==> config.mk <==
export PLATFORM = sky130hd
export DESIGN_NAME = data_ram_arbiter
export DESIGN_NICKNAME = d
export VERILOG_FILES = /design/src/rtl/data_ram_arbiter.sv
export SDC_FILE = /design/constraint.sdc
export NUM_CORES = 1
export LEC_CHECK = 0
export BUFFER_PORTS_ARGS = -buffer_cell sky130_fd_sc_hd__buf_4
export CAP_MARGIN = 20
export CORE_ASPECT_RATIO = 1.1
export CORE_MARGIN = 5
export CORE_UTILIZATION = 40
export DETAILED_ROUTE_END_ITERATION = 10
export PLACE_DENSITY = 0.79
export SETUP_SLACK_MARGIN = 0.15
export SLEW_MARGIN = 20
export SYNTH_ARGS = -nofsm -noshare
export SYNTH_HDL_FRONTEND = slang
export SYNTH_SLANG_ARGS = --single-unit
==> constraint.sdc <==
create_clock -name clk -period 4.3 [get_ports clk]
set_clock_uncertainty 0.1 [all_clocks]
set_input_delay 0.86 -clock clk [delete_from_list [all_inputs] [get_ports clk]]
set_output_delay 0.86 -clock clk [all_outputs]
set_load 0.005 [all_outputs]
==> src/rtl/data_ram_arbiter.sv <==
// Arbitrates the single-port data RAM between the CPU load/store port and a read-only video port.
// Optional build macro RAM_ARB_RR_EN selects round-robin instead of video priority with a CPU starvation guard.
module data_ram_arbiter #(
    parameter int AW           = 32,
    parameter int DW           = 32,
    parameter int CPU_MAX_WAIT = 4
) (
    input  logic          clk,
    input  logic          rst,
    input  logic          i_cpu_req,
    input  logic          i_cpu_we,
    input  logic [AW-1:0] i_cpu_addr,
    input  logic [DW-1:0] i_cpu_wdata,
    output logic [DW-1:0] o_cpu_rdata,
    output logic          o_cpu_ack,
    input  logic          i_vid_req,
    input  logic [AW-1:0] i_vid_addr,
    output logic [DW-1:0] o_vid_rdata,
    output logic          o_vid_ack,
    output logic          o_ram_we,
    output logic [AW-1:0] o_ram_addr,
    output logic [DW-1:0] o_ram_wdata,
    input  logic [DW-1:0] i_ram_rdata
);

    localparam int WCW = $clog2(CPU_MAX_WAIT + 1);
    localparam logic [WCW-1:0] MAX_WAIT = WCW'(CPU_MAX_WAIT);

    typedef enum logic [1:0] {
        S_IDLE   = 2'd0,
        S_ACCESS = 2'd1,
        S_RESP   = 2'd2
    } state_t;

    state_t          r_state;
    logic            r_win_cpu;
    logic            r_store;
    logic            r_ram_we;
    logic [AW-1:0]   r_ram_addr;
    logic [DW-1:0]   r_ram_wdata;
    logic            r_cpu_ack;
    logic            r_vid_ack;
    logic [DW-1:0]   r_cpu_rdata;
    logic [DW-1:0]   r_vid_rdata;
    logic [WCW-1:0]  r_wait_cnt;
    logic            w_cpu_wins;
`ifdef RAM_ARB_RR_EN
    logic            r_rr_last;   // 1 = last grant went to the CPU
`endif

    // Winner selection for the current IDLE cycle.
    always_comb begin
        w_cpu_wins = 1'b0;
`ifdef RAM_ARB_RR_EN
        if (i_cpu_req && i_vid_req) begin
            w_cpu_wins = ~r_rr_last;
        end else begin
            w_cpu_wins = i_cpu_req;
        end
`else
        if (i_cpu_req && (!i_vid_req || (r_wait_cnt == MAX_WAIT))) begin
            w_cpu_wins = 1'b1;
        end else begin
            w_cpu_wins = 1'b0;
        end
`endif
    end

    // Access sequencer: IDLE latches the winner, ACCESS drives the RAM, RESP acks and captures read data.
    always_ff @(posedge clk or posedge rst) begin
        if (rst) begin
            r_state     <= S_IDLE;
            r_win_cpu   <= 1'b0;
            r_store     <= 1'b0;
            r_ram_we    <= 1'b0;
            r_ram_addr  <= {AW{1'b0}};
            r_ram_wdata <= {DW{1'b0}};
            r_cpu_ack   <= 1'b0;
            r_vid_ack   <= 1'b0;
            r_cpu_rdata <= {DW{1'b0}};
            r_vid_rdata <= {DW{1'b0}};
            r_wait_cnt  <= {WCW{1'b0}};
`ifdef RAM_ARB_RR_EN
            r_rr_last   <= 1'b1;
`endif
        end else begin
            r_cpu_ack <= 1'b0;
            r_vid_ack <= 1'b0;
            case (r_state)
                S_IDLE: begin
                    if (i_cpu_req || i_vid_req) begin
                        r_win_cpu   <= w_cpu_wins;
                        r_store     <= w_cpu_wins & i_cpu_we;
                        r_ram_we    <= w_cpu_wins & i_cpu_we;
                        r_ram_addr  <= w_cpu_wins ? i_cpu_addr : i_vid_addr;
                        r_ram_wdata <= w_cpu_wins ? i_cpu_wdata : r_ram_wdata;
`ifdef RAM_ARB_RR_EN
                        r_rr_last   <= w_cpu_wins;
                        r_wait_cnt  <= {WCW{1'b0}};
`else
                        if (w_cpu_wins) begin
                            r_wait_cnt <= {WCW{1'b0}};
                        end else if (i_cpu_req && (r_wait_cnt != MAX_WAIT)) begin
                            r_wait_cnt <= r_wait_cnt + WCW'(1);
                        end else begin
                            r_wait_cnt <= r_wait_cnt;
                        end
`endif
                        r_state     <= S_ACCESS;
                    end else begin
                        r_ram_we <= 1'b0;
                        r_state  <= S_IDLE;
                    end
                end
                S_ACCESS: begin
                    r_ram_we  <= 1'b0;
                    r_cpu_ack <= r_win_cpu;
                    r_vid_ack <= ~r_win_cpu;
                    r_state   <= S_RESP;
                end
                S_RESP: begin
                    if (r_win_cpu && !r_store) begin
                        r_cpu_rdata <= i_ram_rdata;
                    end else if (!r_win_cpu) begin
                        r_vid_rdata <= i_ram_rdata;
                    end else begin
                        r_cpu_rdata <= r_cpu_rdata;
                    end
                    r_state <= S_IDLE;
                end
                default: begin
                    r_ram_we <= 1'b0;
                    r_state  <= S_IDLE;
                end
            endcase
        end
    end

    // RAM data arrives in RESP, so the winner sees it directly while its ack is high.
    assign o_cpu_rdata = (r_state == S_RESP && r_win_cpu && !r_store) ? i_ram_rdata : r_cpu_rdata;
    assign o_vid_rdata = (r_state == S_RESP && !r_win_cpu) ? i_ram_rdata : r_vid_rdata;
    assign o_cpu_ack   = r_cpu_ack;
    assign o_vid_ack   = r_vid_ack;
    assign o_ram_we    = r_ram_we;
    assign o_ram_addr  = r_ram_addr;
    assign o_ram_wdata = r_ram_wdata;

endmodule

# ---- Yosys cells after proc, flatten, opt, wreduce, memory -nomap -nowiden
# Index checks and enable logic that the tools add are counted.
dict set report op_classes {
  mux 12
  n_reduce_logical 18
  bitwise 3
  addsub 1
  eq_ne 4
}
# operator count
set op_table {}
lappend op_table {{two-way mux 32 bit} 3}
lappend op_table {{AND reduction 3 bit} 3}
lappend op_table {{logical AND 1 bit} 6}
lappend op_table {{two-way mux 3 bit} 2}
lappend op_table {{two-way mux 1 bit} 5}
lappend op_table {{one-hot mux 2 bit (2 select lines)} 1}
lappend op_table {{AND reduction 2 bit} 2}
lappend op_table {{adder 3 x 1 -> 3 bit (second input constant)} 1}
lappend op_table {{equality test 3 bit (second input constant)} 1}
lappend op_table {{zero test 1 bit} 3}
lappend op_table {{!= test 3 bit (second input constant)} 1}
lappend op_table {{equality test 2 x 1 -> 1 bit (second input constant)} 1}
lappend op_table {{equality test 2 bit (second input constant)} 1}
lappend op_table {{zero test 2 bit} 1}
lappend op_table {{logical OR 1 bit} 2}
lappend op_table {{NOT 1 bit} 2}
lappend op_table {{one-hot mux 1 bit (2 select lines)} 1}
lappend op_table {{nonzero test 2 bit} 1}
lappend op_table {{AND 1 bit} 1}
dict set report totals {
  inputBits 133
  register_bits 138
  output_inout_bits 131
  wordCells 49
}

# ---- Logic depth before layout (Yosys ltp)
# Gate-level depths: netlist (run 1).
dict set report logic_depth {
  ltp_word 7
  mapped_depth 8
  ltp_nobuf 5
}

# ---- Least setup slack after synthesis (run 1)
# OpenSTA, ideal clock, no wires.
dict set report synth_timing {
  kind {register to output}
  start {register r_state[1]}
  end {output port o_cpu_rdata[10]}
  slack_ps 1943
  path_stages_with_launch 5
  arrival_time_ps 1397
  n_path_buf 2
  required_ps 3340
  cell_sequence {dfrtp_1 > nor4bb_1 > buf_2 > buf_4 > mux2_2}
}
dict set report synth_via {
  elab_chain_len 4
}
# item line_no
set synth_rtl {}
lappend synth_rtl {{start, declared} 35} ;# state_t r_state;
lappend synth_rtl {{start signal, assigned} 72} ;# r_state <= S_IDLE;
lappend synth_rtl {{start signal, assigned} 109} ;# r_state <= S_ACCESS;
lappend synth_rtl {{start signal, assigned} 112} ;# r_state <= S_IDLE;
lappend synth_rtl {{equality test 2 bit} 140} ;# assign o_cpu_rdata = (r_state == S_RESP && r_win_cpu && !r_store) ? i_ram_rdata : r_cpu_rdata;
lappend synth_rtl {{logical AND 1 bit (2 in a row)} 140}
lappend synth_rtl {{two-way mux 32 bit} 140}
lappend synth_rtl {{end, declared} 14} ;# output logic [DW-1:0] o_cpu_rdata,
# Every way passes these cells.

# ---- Worst setup path after layout (run 1)
dict set report layout_timing {
  start {register r_state[1]}
  end {output port o_vid_rdata[10]}
}
dict set report layout_via {
  elab_chain_len 3
}
# item line_no
set layout_rtl {}
lappend layout_rtl {{equality test 2 bit} 141} ;# assign o_vid_rdata = (r_state == S_RESP && !r_win_cpu) ? i_ram_rdata : r_vid_rdata;
lappend layout_rtl {{logical AND 1 bit} 141}
lappend layout_rtl {{two-way mux 32 bit} 141}
lappend layout_rtl {{end, declared} 18} ;# output logic [DW-1:0] o_vid_rdata,
# Every way passes these cells.

==> impl_metrics.prom, run 1 <==
# TYPE chip_impl_metric gauge
chip_impl_info{name="outcome",value="complete, no violations"} 1
chip_impl_metric{name="pwr_density_cell",unit="nW/um^2"} 755
chip_impl_metric{name="antenna-diode-count",unit=""} 0
chip_impl_metric{name="drive_gt1_share",unit="%"} 62.4
chip_impl_info{name="most-common-layout-cells",value="267 x buf_4, 138 x dfrtp_1, 135 x mux2_2"} 1
chip_impl_metric{name="yosys_warnings",unit=""} 0
chip_impl_metric{name="dpl.hpwl",unit="microns"} 12100
chip_impl_info{name="path_cells",value="nor3b_2, buf_4, mux2_2, buf_4"} 1
chip_impl_metric{name="starting_density",unit="%"} 40.4
chip_impl_metric{name="worstPathRequired",unit="ps"} 3340
chip_impl_metric{name="ant_nets",unit=""} 0
chip_impl_metric{name="cell_variety_after_synth",unit=""} 32
chip_impl_metric{name="fin_cells",unit=""} 961
chip_impl_info{name="post_synth_main_area_contributors",value="dfrtp_1 53%, mux2_2 23%, mux2_4 5.9%"} 1
chip_impl_metric{name="io_pins",unit=""} 264
chip_impl_metric{name="seq_total_area_yosys",unit="%"} 52.6
chip_impl_metric{name="port_buffers",unit=""} 263
chip_impl_info{name="synth_largest_area_cell",value="dfrtp_1"} 1
chip_impl_metric{name="number_of_global_route_vias_before_repair",unit=""} 5149
chip_impl_metric{name="grt_remaining_overflow",unit=""} 0
chip_impl_info{name="mostFrequentLayoutCell",value="buf_4"} 1
chip_impl_info{name="worst_setup_path_start_kind",value="flip-flop"} 1
chip_impl_metric{name="worst_slew_pin_slew",unit="ps"} 802
chip_impl_metric{name="synth_area_per_cell",unit="sq um"} 13.2
chip_impl_info{name="cp_slowest_cell",value="buf_4"} 1
chip_impl_info{name="prevailing_post_synth_register_cell",value="dfrtp_1"} 1
chip_impl_metric{name="worstSkewPairLatency",unit="ps"} 420
chip_impl_metric{name="vias",unit=""} 4960
chip_impl_metric{name="grt_antenna_before_repair",unit=""} 1
chip_impl_metric{name="syn_inst",unit=""} 499
chip_impl_metric{name="detailed_routing_iteration_count_for_the_pre_antenna_repair_pass",unit=""} 4
chip_impl_metric{name="timing.final.crit_share",unit="%"} 77.0
chip_impl_metric{name="htreeDepth",unit=""} 4
chip_impl_metric{name="synth_edf_count",unit=""} 0
chip_impl_info{name="critPathKind",value="flip-flop to primary output"} 1
chip_impl_metric{name="critical_path_arrival",unit="ps"} 2350
chip_impl_metric{name="detail_route.wl_per_cell",unit="microns"} 17.5
chip_impl_info{name="endpoint_kind",value="primary output"} 1
chip_impl_metric{name="ctsLongestPathBuffers",unit=""} 2
chip_impl_metric{name="finalSetupViolations",unit=""} 0
chip_impl_metric{name="post-cts-setup-buffer-count",unit=""} 0
chip_impl_metric{name="critical_path.max_fanout",unit=""} 64
chip_impl_metric{name="finalSetupTns",unit="ps"} 0
chip_impl_metric{name="globalRouteMet1Util",unit="%"} 21.4
chip_impl_metric{name="chipHeight",unit="microns"} 144
chip_impl_metric{name="cts.repair.resized",unit=""} 0
chip_impl_metric{name="max_clock_freq",unit="MHz"} 302
chip_impl_metric{name="grt.met2_usage",unit="%"} 28.5
chip_impl_metric{name="grtUsageMet3",unit="%"} 6.61
chip_impl_metric{name="slew_viol_final",unit=""} 0
chip_impl_metric{name="layout_area_growth_over_synthesis",unit="%"} 41.2
chip_impl_metric{name="synth-async-reset-ratio",unit="%"} 100
chip_impl_metric{name="routed_wl",unit="microns"} 16800
chip_impl_info{name="critical_path.most_common_cell",value="buf_4"} 1
chip_impl_metric{name="grt_overall_usage",unit="%"} 17.6
chip_impl_metric{name="holdBufCountCts",unit=""} 0
chip_impl_metric{name="maximum_number_of_pins_on_one_net_before_global_route_repair",unit=""} 66
chip_impl_metric{name="routabilityCongestion",unit=""} 0.810
chip_impl_metric{name="drt_iter0_drc",unit=""} 286
chip_impl_metric{name="finish.utilization",unit="%"} 57.1
chip_impl_info{name="min_path_type",value="flip-flop to flip-flop"} 1
chip_impl_metric{name="placedCellCount",unit=""} 929
chip_impl_metric{name="design.core.area",unit="sq um"} 16200
chip_impl_metric{name="slowest_delay",unit="ps"} 650
chip_impl_info{name="cts_root_buf",value="clkbuf_16"} 1
chip_impl_metric{name="max-cap-violations",unit=""} 0
chip_impl_info{name="unrepaired_setup_endpoints_after_global_routing",value="no"} 1
chip_impl_metric{name="rows",unit=""} 49
chip_impl_metric{name="worst_setup_hold_path_clk_slew",unit="ps"} 60
chip_impl_metric{name="max_slew_margin",unit="%"} 46.5
chip_impl_metric{name="hold_viol_final",unit=""} 0
chip_impl_metric{name="post_detailed_route_via_to_cell_ratio",unit=""} 5.16
chip_impl_metric{name="synth.net_count",unit=""} 634
chip_impl_metric{name="vdd_drop_max",unit="V"} 0.000391
chip_impl_metric{name="cts_inserted_buffers",unit=""} 17
chip_impl_metric{name="floorplan.die_area",unit="sq um"} 19100
chip_impl_metric{name="post_synth_instance_area",unit="sq um"} 6570
chip_impl_metric{name="synth-seq-cells",unit=""} 138
chip_impl_info{name="tritoncts_clock_tree",value="built"} 1
chip_impl_metric{name="drc",unit=""} 0
chip_impl_metric{name="synth_top_area_share",unit="%"} 52.6
chip_impl_metric{name="die-width",unit="microns"} 132
chip_impl_metric{name="grt_first_pass_wirelength",unit="microns"} 26900
chip_impl_metric{name="leakage",unit="uW"} 0.00434
chip_impl_info{name="busiest_layer",value="met2"} 1
chip_impl_metric{name="layout.nets",unit=""} 879
chip_impl_metric{name="tritoncts_num_sinks",unit=""} 138
chip_impl_metric{name="min_period",unit="ps"} 3310
## layout make-up
class	instances	area, sq um
Inverter	38	146
Tap cell	204	255
Sequential cell	138	3450
Fill cell	1359	6970
Multi-Input combinational cell	279	2750
Timing Repair Buffer	270	2060
Clock inverter	14	169
Clock buffer	18	439
## synthesized netlist by cell type, types with 2 or more instances
cell type / instances
o221ai_1: 32
clkbuf_1: 15
inv_1: 37
nor2_1: 3
nand3_1: 32
buf_1: 5
a22o_1: 2
buf_2: 13
and2_1: 2
mux2_4: 26
buf_4: 7
buf_12: 2
dfrtp_1: 138
ha_1: 2
mux2_2: 135
nand4_1: 32
## flip-flops by register name, summed over array words and instances (netlist names)
name / cells
o_ram_addr: 32
o_ram_wdata: 32
r_cpu_rdata: 32
r_vid_rdata: 32
r_wait_cnt: 3
r_state: 2
o_cpu_ack: 1
o_ram_we: 1
o_vid_ack: 1
r_store: 1
r_win_cpu: 1
## per-layer routing
metal  wire [microns]  part of all wire [%]
met2             7960                    47
met4              391                   2.3
met1             6980                    42
met5               20                  0.12
met3             1450                   8.7
## per-stage QoR
step / total power [uW] / setup slack [ps] / hold slack [ps] / cell area (sq um)
2_1_floorplan: 4030 / 1620 / 351 / 6570
3_3_place_gp: 5460 / 1220 / 384 / 8670
5_1_grt: 7450 / 860 / 412 / 9270
4_1_cts: 7080 / 975 / 405 / 9270
6_report: 7000 / 990 / 400 / 9270
3_5_place_dp: 5530 / 1200 / 392 / 8670
## power breakdown
group | internal (uW) | total (uW) | switching (uW)
registers | 1950 | 2310 | 359
logic | 1950 | 3180 | 1230
clock network | 929 | 1510 | 579
## critical path, delay by kind of cell, from the launching register on
family	cells	cell delay, ps
buf+inv	2	790
flops	1	480
mux	1	420
simple gates	1	210
## worst paths after layout
kind                                   end  depth (start not counted)  slack (ps)            start
max in group asynchronous   r_vid_rdata[5]                          3        2640              rst
setup reg to reg           o_ram_wdata[20]                          6        1590    r_wait_cnt[0]
min in group asynchronous  o_ram_wdata[19]                          2         430              rst
hold reg to reg            r_cpu_rdata[18]                          1         400  r_cpu_rdata[18]
setup / recovery           o_vid_rdata[10]                          4         990       r_state[1]
hold / removal             r_cpu_rdata[18]                          1         400  r_cpu_rdata[18]
## logic make-up after synthesis
group	count (synthesis)	synth area share (%)
AND/OR/NAND/NOR	77	6.74
AO/OA/AOI/OAI	39	5.10
adder cells (fa/ha/maj)	2	0.381
flip-flops	138	52.6
multiplexers	161	29.1
buffers and inverters	82	6.11
Note: power is estimated with default switching activity, not from simulation.
==> run 2, diff against run 1 <==
--- a/config.mk
+++ b/config.mk
@@ -5,6 +5,7 @@
 export SDC_FILE = /design/constraint.sdc
 export NUM_CORES = 1
 export LEC_CHECK = 0
+export ABC_AREA = 1
 export BUFFER_PORTS_ARGS = -buffer_cell sky130_fd_sc_hd__buf_4
 export CAP_MARGIN = 20
 export CORE_ASPECT_RATIO = 1.1
==> constraint.sdc (replaced) <==
create_clock -name clk -period 3 [get_ports clk]
set_clock_uncertainty 0.1 [all_clocks]
set_input_delay 0.6 -clock clk [delete_from_list [all_inputs] [get_ports clk]]
set_output_delay 0.6 -clock clk [all_outputs]
set_load 0.005 [all_outputs]
==> run 2 against run 1 <==
  * Cell area shrank 0.86%
  * Total power grew 33%
  * Non-clock buffer count grew 9
  * Die area shrank 0.39%
==> impl_metrics.prom, run 2 <==
# TYPE chip_impl_metric gauge
chip_impl_info{name="outcome",value="complete, no violations"} 1
chip_impl_metric{name="grt_antenna_before_repair",unit=""} 0
chip_impl_metric{name="dp_worst_setup_slack",unit="ps"} 554
chip_impl_metric{name="design.core.area",unit="sq um"} 16200
chip_impl_metric{name="cell_variety_after_synth",unit=""} 22
chip_impl_info{name="worst_setup_path_start_kind",value="flip-flop"} 1
chip_impl_metric{name="leakage",unit="uW"} 0.00506
chip_impl_metric{name="critical_path.max_fanout",unit=""} 49
chip_impl_metric{name="finalPower",unit="uW"} 9330
chip_impl_metric{name="post_synth_instance_area",unit="sq um"} 6540
chip_impl_metric{name="slew_viol_final",unit=""} 0
chip_impl_info{name="min_path_type",value="input pin to async pin"} 1
chip_impl_info{name="post_synth_main_area_contributors",value="dfrtp_1 53%, nand2_1 11%, nand3_1 7.6%"} 1
chip_impl_metric{name="grt_first_pass_wirelength",unit="microns"} 27900
chip_impl_metric{name="timing.final.crit_share",unit="%"} 90.5
chip_impl_metric{name="finish.utilization",unit="%"} 56.8
chip_impl_metric{name="max_clock_freq",unit="MHz"} 368
chip_impl_metric{name="vdd_drop_max",unit="V"} 0.000396
chip_impl_metric{name="min_period",unit="ps"} 2710
chip_impl_metric{name="vias",unit=""} 5851
chip_impl_metric{name="worstSkewPairLatency",unit="ps"} 400
chip_impl_metric{name="post-route-worst-setup-slack",unit="ps"} 285
chip_impl_metric{name="ant_nets",unit=""} 0
chip_impl_metric{name="htreeDepth",unit=""} 4
chip_impl_info{name="critPathKind",value="flip-flop to primary output"} 1
chip_impl_metric{name="routed_wl",unit="microns"} 17200
chip_impl_metric{name="drc",unit=""} 0
chip_impl_metric{name="layout.nets",unit=""} 1155
chip_impl_metric{name="synth_area_per_cell",unit="sq um"} 8.52
chip_impl_info{name="cts_root_buf",value="clkbuf_16"} 1
chip_impl_info{name="r2r-start",value="r_state[0]"} 1
chip_impl_metric{name="max_slew_margin",unit="%"} 53.1
chip_impl_metric{name="synth_top_area_share",unit="%"} 52.8
chip_impl_info{name="worstSetupStartpoint",value="r_state[1]"} 1
chip_impl_metric{name="chipHeight",unit="microns"} 144
chip_impl_metric{name="drt_iter0_drc",unit=""} 282
chip_impl_metric{name="worstPathRequired",unit="ps"} 2300
chip_impl_metric{name="grt_overall_usage",unit="%"} 17.8
chip_impl_metric{name="detail_route.wl_per_cell",unit="microns"} 13.9
chip_impl_metric{name="slowest_delay",unit="ps"} 390
chip_impl_metric{name="floorplan.die_area",unit="sq um"} 19000
chip_impl_metric{name="seq_total_area_yosys",unit="%"} 52.8
chip_impl_metric{name="ctsLongestPathBuffers",unit=""} 2
chip_impl_metric{name="die-width",unit="microns"} 132
chip_impl_metric{name="grt_remaining_overflow",unit=""} 0
chip_impl_metric{name="maximum_number_of_pins_on_one_net_before_global_route_repair",unit=""} 69
chip_impl_info{name="prevailing_post_synth_register_cell",value="dfrtp_1"} 1
chip_impl_metric{name="routabilityCongestion",unit=""} 0.824
chip_impl_info{name="tritoncts_clock_tree",value="built"} 1
chip_impl_metric{name="rows",unit=""} 49
chip_impl_info{name="endpoint_kind",value="primary output"} 1
chip_impl_metric{name="layout_area_growth_over_synthesis",unit="%"} 40.6
chip_impl_metric{name="starting_density",unit="%"} 40.4
chip_impl_metric{name="drive_gt1_share",unit="%"} 36.7
chip_impl_metric{name="io_pins",unit=""} 264
chip_impl_metric{name="fin_area",unit="sq um"} 9190
chip_impl_metric{name="detailed_routing_iteration_count_for_the_pre_antenna_repair_pass",unit=""} 4
chip_impl_metric{name="synth-async-reset-ratio",unit="%"} 100
chip_impl_metric{name="tritoncts_num_sinks",unit=""} 138
chip_impl_info{name="mostFrequentLayoutCell",value="buf_4"} 1
chip_impl_metric{name="worst_setup_hold_path_clk_slew",unit="ps"} 60
chip_impl_metric{name="yosys_warnings",unit=""} 0
chip_impl_metric{name="synth_edf_count",unit=""} 0
chip_impl_metric{name="cts_inserted_buffers",unit=""} 17
chip_impl_metric{name="finalSetupViolations",unit=""} 0
chip_impl_metric{name="synth-seq-cells",unit=""} 138
chip_impl_metric{name="number_of_global_route_vias_before_repair",unit=""} 5704
chip_impl_metric{name="dpl.hpwl",unit="microns"} 12600
chip_impl_metric{name="synth.net_count",unit=""} 903
chip_impl_metric{name="crit_buf_inv",unit=""} 3
chip_impl_metric{name="hold_viol_final",unit=""} 0
chip_impl_info{name="yosys-top-cells-count",value="197 x nand2_1, 138 x dfrtp_1, 101 x inv_1, 99 x nand3_1, 84 x o21ai_1"} 1
chip_impl_metric{name="port_buffers",unit=""} 263
chip_impl_info{name="unrepaired_setup_endpoints_after_global_routing",value="yes"} 1
chip_impl_metric{name="max-cap-violations",unit=""} 0
chip_impl_info{name="critical_path.most_common_cell",value="buf_4"} 1
chip_impl_metric{name="placed_cell_area",unit="sq um"} 8600
chip_impl_metric{name="worst_slew_pin_slew",unit="ps"} 701
chip_impl_metric{name="syn_inst",unit=""} 768
chip_impl_info{name="cp_slowest_cell",value="dfrtp_1"} 1
chip_impl_metric{name="critical_path_arrival",unit="ps"} 2010
chip_impl_metric{name="finalSetupTns",unit="ps"} 0
chip_impl_metric{name="post_detailed_route_via_to_cell_ratio",unit=""} 4.73
chip_impl_info{name="most-common-layout-cells",value="276 x buf_4, 196 x nand2_1, 138 x dfrtp_1"} 1
chip_impl_info{name="synth_largest_area_cell",value="dfrtp_1"} 1
chip_impl_metric{name="pwr_density_cell",unit="nW/um^2"} 1020
chip_impl_info{name="synthMostInstantiatedCell",value="nand2_1"} 1
chip_impl_metric{name="antenna-diode-count",unit=""} 0
chip_impl_info{name="path_cells",value="inv_2, nor2_4, nand2_8, buf_4, nand2_1, o21ai_1, buf_4"} 1
chip_impl_info{name="critPathTopFamily",value="simple AND/OR/NAND/NOR gates"} 1
## run 2: cells by family (layout without fill, tap and decap cells)
family	Yosys count	in the layout	share of synthesized area [%]
simple gates	341	342	24.1
buf+inv	152	416	11.1
compound gates	134	134	11.5
xor+xnor	1	1	0.134
fa+ha+maj	2	2	0.382
flops	138	138	52.8
## run 2: final timing paths
kind | end | slack, ps | depth (start not counted)
max | o_vid_rdata[20] | 290 | 7
min | r_vid_rdata[20] | 200 | 2
max reg2reg | o_ram_we | 1150 | 6
min reg2reg | o_vid_ack | 350 | 1
max in group asynchronous | r_cpu_rdata[11] | 1880 | 3
min in group clk | o_ram_wdata[19] | 320 | 3
## run 2: stage by stage
| step | hold WS [ps] | cells |
|---|---|---|
| 2_1_floorplan | 327 | 768 |
| 3_3_place_gp | 340 | 1204 |
| 3_5_place_dp | 347 | 1204 |
| 4_1_cts | 218 | 1236 |
| 5_1_grt | 235 | 1237 |
| 6_report | 205 | 1237 |
## run 2: power by group
group	leakage [uW]	internal (uW)	switching [uW]
clock network	0.000271	1170	797
registers	0.00170	2770	446
logic	0.00309	2060	2090
total	0.00506	6000	3340
## run 2: layer usage
metal | GRT usage [%] | vias up | part of all wire (%)
met5 | 0 | - | 0
met4 | 6.12 | 0 | 2.3
met3 | 6.30 | 31 | 7.4
met2 | 29.2 | 212 | 49
met1 | 21.9 | 2671 | 42
li1 | - | 2937 | -
## run 2: final cells by class
| type | count | area (sq um) |
|---|---|---|
| clock buffers | 19 | 443 |
| clock inverters | 13 | 119 |
| fillers | 1496 | 6990 |
| inverters | 105 | 398 |
| multi-input cells | 479 | 2390 |
| flip-flops and latches | 138 | 3450 |
| well taps | 204 | 255 |
| repair buffers | 279 | 2130 |
## run 2: worst reg2reg max path: stages (launching register included)
cell and delay [ps]:
dfrtp_1 410, inv_2 100, nand2_2 100, nor2_2 100
buf_4 230, nand2_2 420, o21ai_0 300
## run 2: timing repair
item                       4_1_cts  5_1_grt
cloned                           0        1
buffers inserted                 0        0
pin swaps                        0        2
setup endpoints to repair        4       23
gates resized for setup          1        2
hold buffers                     0        0
==> run 3, diff against run 2 <==
--- a/config.mk
+++ b/config.mk
@@ -12,7 +12,7 @@
 export CORE_MARGIN = 5
 export CORE_UTILIZATION = 40
 export DETAILED_ROUTE_END_ITERATION = 10
-export PLACE_DENSITY = 0.79
+export PLACE_DENSITY = 0.81
 export SETUP_SLACK_MARGIN = 0.15
 export SLEW_MARGIN = 20
 export SYNTH_ARGS = -nofsm -noshare
==> constraint.sdc (replaced) <==
create_clock -name clk -period 3 [get_ports clk]
set_clock_uncertainty 0.1 [all_clocks]
set_input_delay 0.6 -clock clk [delete_from_list [all_inputs] [get_ports clk]]
set_output_delay 0.6 -clock clk [all_outputs]
set_load 0.02 [all_outputs]
==> run 3 against run 2 <==
  * Cell count decreased by 0.40%
  * Count of clock-buffer cells in the layout increased by 2
  * Wire length increased by 0.46%
  * Worst setup slack got worse by 23 ps
  * Critical path depth decreased by 1
  * Fmax decreased by 0.83%
  * Utilization increased by 0.18 points
  * Sequential power about the same
  * Combinational power increased by 27%
  * Register-to-register slack got worse by 190 ps
  * Via count decreased by 0.27%
  * Hold slack got worse by 150 ps
==> impl_metrics.prom, run 3 (same netlist as run 2, synthesis figures left out) <==
# TYPE chip_impl_metric gauge
chip_impl_info{name="critPathKind",value="flip-flop to primary output"} 1
chip_impl_metric{name="cts_inserted_buffers",unit=""} 17
chip_impl_metric{name="worstPathRequired",unit="ps"} 2300
chip_impl_metric{name="min_period",unit="ps"} 2740
chip_impl_metric{name="worst_slew_pin_slew",unit="ps"} 667
chip_impl_metric{name="fillerInstances",unit=""} 1533
chip_impl_metric{name="port_buffers",unit=""} 263
chip_impl_metric{name="ctsLongestPathBuffers",unit=""} 2
chip_impl_metric{name="drc",unit=""} 0
chip_impl_metric{name="max_clock_freq",unit="MHz"} 365
chip_impl_metric{name="rows",unit=""} 49
chip_impl_metric{name="leakage",unit="uW"} 0.00507
chip_impl_metric{name="timing.final.crit_share",unit="%"} 91.2
chip_impl_metric{name="pwr_density_cell",unit="nW/um^2"} 1170
chip_impl_metric{name="worstSkewPairLatency",unit="ps"} 410
chip_impl_info{name="most-common-layout-cells",value="272 x buf_4, 196 x nand2_1, 138 x dfrtp_1"} 1
chip_impl_metric{name="routed_wl",unit="microns"} 17300
chip_impl_metric{name="drt_iter0_drc",unit=""} 241
chip_impl_info{name="cts_root_buf",value="clkbuf_16"} 1
chip_impl_metric{name="critical_path_arrival",unit="ps"} 2040
chip_impl_metric{name="grt_remaining_overflow",unit=""} 0
chip_impl_info{name="mostFrequentLayoutCell",value="buf_4"} 1
chip_impl_metric{name="hold_viol_final",unit=""} 0
chip_impl_metric{name="worst_setup_hold_path_clk_slew",unit="ps"} 60
chip_impl_metric{name="dpl.hpwl",unit="microns"} 12700
chip_impl_metric{name="routabilityCongestion",unit=""} 0.779
chip_impl_metric{name="tritoncts_num_sinks",unit=""} 138
chip_impl_metric{name="maximum_number_of_pins_on_one_net_before_global_route_repair",unit=""} 64
chip_impl_metric{name="vias",unit=""} 5835
chip_impl_metric{name="grt_antenna_before_repair",unit=""} 0
chip_impl_metric{name="die-width",unit="microns"} 132
chip_impl_metric{name="post_detailed_route_via_to_cell_ratio",unit=""} 4.74
chip_impl_metric{name="chipHeight",unit="microns"} 144
chip_impl_metric{name="grt_first_pass_wirelength",unit="microns"} 28800
chip_impl_metric{name="grt_overall_usage",unit="%"} 18.6
chip_impl_metric{name="placed_cell_area",unit="sq um"} 8570
chip_impl_info{name="unrepaired_setup_endpoints_after_global_routing",value="yes"} 1
chip_impl_metric{name="number_of_global_route_vias_before_repair",unit=""} 5792
chip_impl_metric{name="max_slew_margin",unit="%"} 55.3
chip_impl_metric{name="detailed_routing_iteration_count_for_the_pre_antenna_repair_pass",unit=""} 4
chip_impl_metric{name="finalSetupTns",unit="ps"} 0
chip_impl_metric{name="slew_viol_final",unit=""} 0
chip_impl_metric{name="layout_area_growth_over_synthesis",unit="%"} 41.0
chip_impl_metric{name="vdd_drop_max",unit="V"} 0.000515
chip_impl_info{name="tritoncts_clock_tree",value="built"} 1
chip_impl_metric{name="critical_path.max_fanout",unit=""} 63
chip_impl_metric{name="finalSetupViolations",unit=""} 0
chip_impl_metric{name="detail_route.wl_per_cell",unit="microns"} 14.0
chip_impl_info{name="worst_setup_path_start_kind",value="flip-flop"} 1
chip_impl_metric{name="floorplan.die_area",unit="sq um"} 19000
chip_impl_metric{name="holdBufCountCts",unit=""} 0
chip_impl_info{name="endpoint_kind",value="primary output"} 1
chip_impl_metric{name="design.core.area",unit="sq um"} 16200
chip_impl_info{name="min_path_type",value="input pin to async pin"} 1
chip_impl_metric{name="fin_area",unit="sq um"} 9220
chip_impl_metric{name="drive_gt1_share",unit="%"} 36.1
chip_impl_metric{name="htreeDepth",unit=""} 4
chip_impl_metric{name="starting_density",unit="%"} 40.4
chip_impl_info{name="outcome",value="complete, no violations"} 1
chip_impl_metric{name="io_pins",unit=""} 264
chip_impl_metric{name="antenna-diode-count",unit=""} 0
chip_impl_metric{name="layout.nets",unit=""} 1150
chip_impl_metric{name="max-cap-violations",unit=""} 0
chip_impl_metric{name="ant_nets",unit=""} 0
## run 3: cell types whose count changed in the layout (fill, tap and decap cells not counted), sizes merged
| cell | change |
|---|---|
| buf | -4 |
| bufinv | +4 |
| clkbuf | +2 |
| clkinv | -3 |
| clkinvlp | -1 |
| inv | -2 |
| nand2 | -1 |
## run 3: cell type report
class                      instances  area, sq um  area share [%]
inverter                         105          398            4.31
timing repair buffer             275         2100            22.8
clock inverter                    11          193            2.09
sequential                       138         3450            37.4
clock buffer                      21          450            4.88
tap                              204          255            2.77
multi-input combinational        478         2370            25.7
## run 3: through the flow
step | instances | power, uW | hold WS, ps | utilization, % | setup WS, ps
after detailed placement | 1200 | 8570 | 357 | 53.0 | 540
after CTS | 1232 | 10900 | 52.4 | 57.0 | 222
final | 1232 | 10800 | 55.7 | 57.0 | 263
after global routing | 1232 | 11500 | 59.2 | 57.0 | 130
after floorplan | 768 | 6460 | 327 | - | 579
after global placement | 1200 | 8430 | 336 | 53.0 | 606
## run 3: routing by layer
| metal | global-route usage (%) | up-vias | wire, microns | share of wire (%) |
|---|---|---|---|---|
| li1 | - | 2923 | - | - |
| met1 | 22.1 | 2685 | 7000 | 41 |
| met2 | 31.2 | 208 | 8470 | 49 |
| met3 | 7.31 | 19 | 1510 | 8.8 |
| met4 | 5.74 | 0 | 281 | 1.6 |
| met5 | 0 | - | 0 | 0 |
## run 3: worst paths after layout
kind | depth (start not counted) | from | end | slack [ps]
max in group asynchronous | 3 | rst | o_ram_addr[30] | 2060
min in group clk | 3 | i_cpu_wdata[12] | o_ram_wdata[12] | 310
max reg2reg | 8 | r_wait_cnt[0] | o_ram_addr[16] | 960
min reg2reg | 1 | r_win_cpu | o_vid_ack | 360
min | 2 | rst | r_cpu_rdata[0] | 60
max | 6 | r_win_cpu | o_cpu_rdata[10] | 260
## run 3: repair_timing
action                     in CTS  in global routing
setup buffers                   0                  0
setup endpoints to repair       4                  3
resized for setup               1                  0
## run 3: worst max-delay path, cell delays in order (launching register included)
cell     delay (ps)
dfrtp_1         360
inv_2            70
nor2_1          280
nand2_8         290
buf_4           320
o21ai_1         150
buf_4           160
## run 3: report_power, final
part / internal (uW) / total [uW] / switching, uW
sequential: 2770 / 3220 / 454
combinational: 2100 / 5270 / 3160
clock: 1500 / 2270 / 772
